`src/rtl/data_bus_arbiter.sv`:
```
// Two-master arbiter for the data-memory port: round-robin address phase, in-order owner FIFO for response routing.
// Define ARB_FIXED_PRIO_EN to make m0 (LSU) always win ties instead of round-robin.
module data_bus_arbiter #(
  parameter int unsigned ADDR_W = 32,
  parameter int unsigned DATA_W = 32,
  parameter int unsigned DEPTH  = 2
) (
  input  logic                         clk,
  input  logic                         rst_n,
  input  logic                         m0_req_i,
  input  logic [ADDR_W-1:0]            m0_add_i,
  input  logic                         m0_we_i,
  input  logic [DATA_W/8-1:0]          m0_be_i,
  input  logic [DATA_W-1:0]            m0_wdata_i,
  output logic                         m0_gnt_o,
  output logic                         m0_rvalid_o,
  output logic [DATA_W-1:0]            m0_rdata_o,
  input  logic                         m1_req_i,
  input  logic [ADDR_W-1:0]            m1_add_i,
  input  logic                         m1_we_i,
  input  logic [DATA_W/8-1:0]          m1_be_i,
  input  logic [DATA_W-1:0]            m1_wdata_i,
  output logic                         m1_gnt_o,
  output logic                         m1_rvalid_o,
  output logic [DATA_W-1:0]            m1_rdata_o,
  output logic                         data_req_o,
  output logic [ADDR_W-1:0]            data_add_o,
  output logic                         data_we_o,
  output logic [DATA_W/8-1:0]          data_be_o,
  output logic [DATA_W-1:0]            data_wdata_o,
  input  logic                         data_gnt_in,
  input  logic                         data_rvalid,
  input  logic [DATA_W-1:0]            data_rdata_in,
  output logic [$clog2(DEPTH+1)-1:0]   outstanding_o,
  output logic                         err_o
);

  localparam int unsigned CW = $clog2(DEPTH + 1);
  localparam int unsigned PW = (DEPTH > 1) ? $clog2(DEPTH) : 1;

  logic [DEPTH-1:0] owner_q;
  logic [PW-1:0]    wr_ptr, rd_ptr;
  logic [CW-1:0]    count;
  logic             lock, lock_sel, err_q;
  logic             sel, sel_req, tie_sel;
  logic             fifo_full, fifo_empty, push, pop, head;

  function automatic logic [PW-1:0] ptr_inc(input logic [PW-1:0] p);
    ptr_inc = (p == PW'(DEPTH - 1)) ? '0 : p + 1'b1;
  endfunction

`ifdef ARB_FIXED_PRIO_EN
  assign tie_sel = 1'b0;
`else
  logic rr_last;

  always_ff @(posedge clk or negedge rst_n) begin
    if (!rst_n)    rr_last <= 1'b1;
    else if (push) rr_last <= sel;
  end

  assign tie_sel = ~rr_last;
`endif

  assign fifo_full  = (count == CW'(DEPTH));
  assign fifo_empty = (count == '0);

  // A stalled request keeps its master selected until the memory accepts it.
  always_comb begin
    sel = 1'b0;
    if (lock)                       sel = lock_sel;
    else if (m0_req_i && m1_req_i)  sel = tie_sel;
    else if (m1_req_i)              sel = 1'b1;
  end

  always_comb begin
    sel_req      = sel ? m1_req_i   : m0_req_i;
    data_add_o   = sel ? m1_add_i   : m0_add_i;
    data_we_o    = sel ? m1_we_i    : m0_we_i;
    data_be_o    = sel ? m1_be_i    : m0_be_i;
    data_wdata_o = sel ? m1_wdata_i : m0_wdata_i;
  end

  assign data_req_o = sel_req & ~fifo_full;
  assign push       = data_req_o & data_gnt_in;
  assign pop        = data_rvalid & ~fifo_empty;
  assign head       = owner_q[rd_ptr];

  assign m0_gnt_o    = push & ~sel;
  assign m1_gnt_o    = push & sel;
  assign m0_rvalid_o = pop & ~head;
  assign m1_rvalid_o = pop & head;
  assign m0_rdata_o  = data_rdata_in;
  assign m1_rdata_o  = data_rdata_in;

  assign outstanding_o = count;
  assign err_o         = err_q;

  always_ff @(posedge clk or negedge rst_n) begin
    if (!rst_n) begin
      lock     <= 1'b0;
      lock_sel <= 1'b0;
    end else if (push) begin
      lock     <= 1'b0;
    end else if (data_req_o) begin
      lock     <= 1'b1;
      lock_sel <= sel;
    end
  end

  always_ff @(posedge clk or negedge rst_n) begin
    if (!rst_n) begin
      owner_q <= '0;
      wr_ptr  <= '0;
      rd_ptr  <= '0;
      count   <= '0;
      err_q   <= 1'b0;
    end else begin
      if (push) begin
        owner_q[wr_ptr] <= sel;
        wr_ptr          <= ptr_inc(wr_ptr);
      end
      if (pop) rd_ptr <= ptr_inc(rd_ptr);
      if (push && !pop)      count <= count + 1'b1;
      else if (pop && !push) count <= count - 1'b1;
      if (data_rvalid && fifo_empty) err_q <= 1'b1;
    end
  end

endmodule

```
`config.mk`:
```
export PLATFORM = sky130hd
export DESIGN_NAME = data_bus_arbiter
export DESIGN_NICKNAME = d
export VERILOG_FILES = /design/src/rtl/data_bus_arbiter.sv
export SDC_FILE = /design/constraint.sdc
export NUM_CORES = 1
export LEC_CHECK = 0
export CAP_MARGIN = 20
export CORE_AREA = 5 5 121 123
export CTS_BUF_LIST = sky130_fd_sc_hd__clkbuf_8
export CTS_CLUSTER_SIZE = 16
export DETAILED_ROUTE_END_ITERATION = 6
export DIE_AREA = 0 0 126 128
export GPL_TIMING_DRIVEN = 0
export PLACE_DENSITY = 0.55
export SYNTH_ARGS = -nofsm -noshare
export SYNTH_HDL_FRONTEND = slang
export SYNTH_SLANG_ARGS = --single-unit
```
`constraint.sdc`:
```
create_clock -name clk -period 3.9 [get_ports clk]
set_input_delay 0.585 -clock clk [delete_from_list [all_inputs] [get_ports clk]]
set_output_delay 0.585 -clock clk [all_outputs]
set_load 0.02 [all_outputs]
```
==> results.toml <==
[logic_synthesis]
synthMuxAreaShare = 0.436
yosys_warnings = 0
synthAdderAreaFrac = 0.00681
synth_top_family_by_area = "multiplexers"
synthCells = 186
synth_nets = 363
synthXorXnorAreaFrac = 0.0238
ys_dominant_reg_cell = "dfrtp_1"
ys_ff_latch = 10
synth.avg_cell_area_um2 = 9.88
async_flop_share = 1.00
synth-simple-area-share = 0.0259
yosysUniqueCellTypes = 27
ys_seq_area_frac = 0.137
synth_compound_area_frac = 0.0579
synth_edf_count = 0
synth.cell_area_um2 = 1840

[worst_setup_path]
r2r_start = "lock$_DFFE_PN0P_"
timing.rr.end = "outstanding_o[1]$_DFFE_PN0P_"
crit_start = "m0_req_i"
cp-end-kind = "primary output"
crit_path_end = "data_add_o[4]"
worstPathRequired_ns = 3.31
worst_ep_arrival_time_ns = 2.96
path_max_fanout = 10
r2r_slack_ns = 2.08
startpoint_type = "input port"
crit_type = "input port to primary output"
r2r_cells = 7

[place]
place.gp.congestion = 0.859
place.detailed.hpwl_um = 8810
port_buffers = 284

[sta]
fmax_ghz = 0.282
clock_skew_ns = 0.00151
worstMarginPinSlew_ns = 0.782
fin_crit_ns = 3.55
finalHoldViolCount = 0
relSlewSlack = 0.478
setup_tns_ns = 0
fin_crit_sh = 0.909
finalMaxSlewViolations = 0
setup_viol = 0
rsz0062_at_grt = "false"

[detailed_routing]
dr.pass1.iters = 4
antenna_left = 0
vias = 2352
wl_per_cell_um = 15.0
drc = 0
drtIter0Drc = 38
vias_per_cell = 3.60
drt-total-wl_um = 9790

[floorplanning]
num_io_pins = 317
fp.dieH_um = 128
rows = 43
core_area_um2 = 13600
dieWidth_um = 126
die-area_um2 = 16100
start_util = 0.136

[min_path]
min_path_cells = 1
hp-class = "flop to flop"

[power_and_ir_drop]
p_sw_frac = 0.422
power.internal_mw = 1.48
p_sw_mw = 1.08
p_total_mw = 2.57
ir_drop_v = 0.000249
p_per_area_nw_per_um2 = 518
pwr-share-seq = 0.082
clockPowerShare = 0.049
cellLeakagePower_nw = 1.99
combPwrFrac = 0.869

[clock_network]
cts-resized-gates = 0
clock_sinks = 10
cts.root.buffer_cell = "clkbuf_8"
cts_tree = "built"
clk_latency_ns = 0.23
cts_max_path_buffers = 2
cts_setup_buffers = 0
htree_levels = 1
ctsHoldBuffers = 0
clk_pin_slew_worst_paths_ns = 0.05
cts_buffers = 3

[global_route]
overflow = 0
grt_pass1_wl_um = 13900
grt_max_degree = 11
grt_usage = 0.106
antenna_found_initial = 0
grt_pass1_vias = 2529

[cells_and_area]
layout_commonest_cell = "clkdlybuf4s50_1"
drive_above_1_share = 0.316
diodes = 0
fin_nets = 652
syn_to_final_growth_pct = 170
final_cell_mix = "clkdlybuf4s50_1 (284), mux2_2 (69), buf_4 (64)"

[run]
maxCapViolCount = 0

[run_status]
status = "complete, no violations"
critical path, stage by stage:
cell	delay, ns
clkdlybuf4s50_1	0.50
a211oi_1	0.11
a21oi_2	0.59
buf_6	0.25
mux2_2	0.34
clkdlybuf4s50_1	0.58
routing by layer:
layer	GRT usage	share of wire	vias up
met2	0.193	0.52	161
met5	0	0	-
met1	0.126	0.37	1024
li1	-	-	1157
met4	0.0240	0.015	0
met3	0.0283	0.095	10
state kept, by name (all words and copies together), names as in the netlist:
signal         cells
rr_last            1
wr_ptr             1
lock               1
owner_q            2
err_o              1
outstanding_o      2
lock_sel           1
rd_ptr             1
layout make-up:
cell class	count	area (um^2)
Buffer	71	559
Clock buffer	4	55.1
Fill cell	1359	8600
Inverter	4	15.0
Multi-Input combinational cell	101	1010
Sequential cell	10	251
Tap cell	180	225
Timing Repair Buffer	284	2840
how the worst min path moves through the flow:
stage	end	start
final	err_o$_DFFE_PN0P_	err_o$_DFFE_PN0P_
after global routing	err_o$_DFFE_PN0P_	err_o$_DFFE_PN0P_
after CTS	err_o$_DFFE_PN0P_	err_o$_DFFE_PN0P_
after detailed placement	err_o$_DFFE_PN0P_	err_o$_DFFE_PN0P_
after global placement	err_o$_DFFE_PN0P_	err_o$_DFFE_PN0P_
after floorplan	err_o$_DFFE_PN0P_	rst_n
cell usage after synthesis (2+ instances only):
cell type	n	area [um^2]
dfrtp_1	9	225
o31ai_1	2	15.0
mux2_2	69	777
o21ai_0	3	15.0
nor2_1	7	26.3
xnor2_1	3	26.3
inv_1	3	11.3
xor2_1	2	17.5
buf_4	64	480
buf_6	7	78.8
power groups by stage:
stage               registers (mW)  clock network [mW]  logic (mW)
floorplan                    0.211                   0        1.29
global placement             0.207                   0        2.26
detailed placement           0.209                   0        2.27
CTS                          0.209               0.130        2.28
global route                 0.218               0.138        2.37
finish                       0.209               0.127        2.23
stage by stage:
| step | area [um^2] | util | setup WS [ns] | hold slack (ns) | std cells |
|---|---|---|---|---|---|
| floorplan | 1840 | - | 1.63 | 0.289 | 186 |
| finish | 4960 | 0.366 | 0.354 | 0.453 | 654 |
| CTS | 4960 | 0.366 | 0.249 | 0.455 | 654 |
| global placement | 4910 | 0.362 | 0.264 | 0.437 | 650 |
| detailed placement | 4910 | 0.362 | 0.272 | 0.444 | 650 |
| global route | 4960 | 0.366 | 0.174 | 0.489 | 654 |
logic make-up (layout without fill, tap and decap cells):
group	count (synthesis)	after routing
adder cells (fa/ha/maj)	1	1
buffers and inverters	75	363
AO/OA/AOI/OAI	14	14
AND/OR/NAND/NOR	10	10
XOR/XNOR	5	5
flip-flops	10	10
multiplexers	71	71
Note: power is estimated with default switching activity, not from simulation.
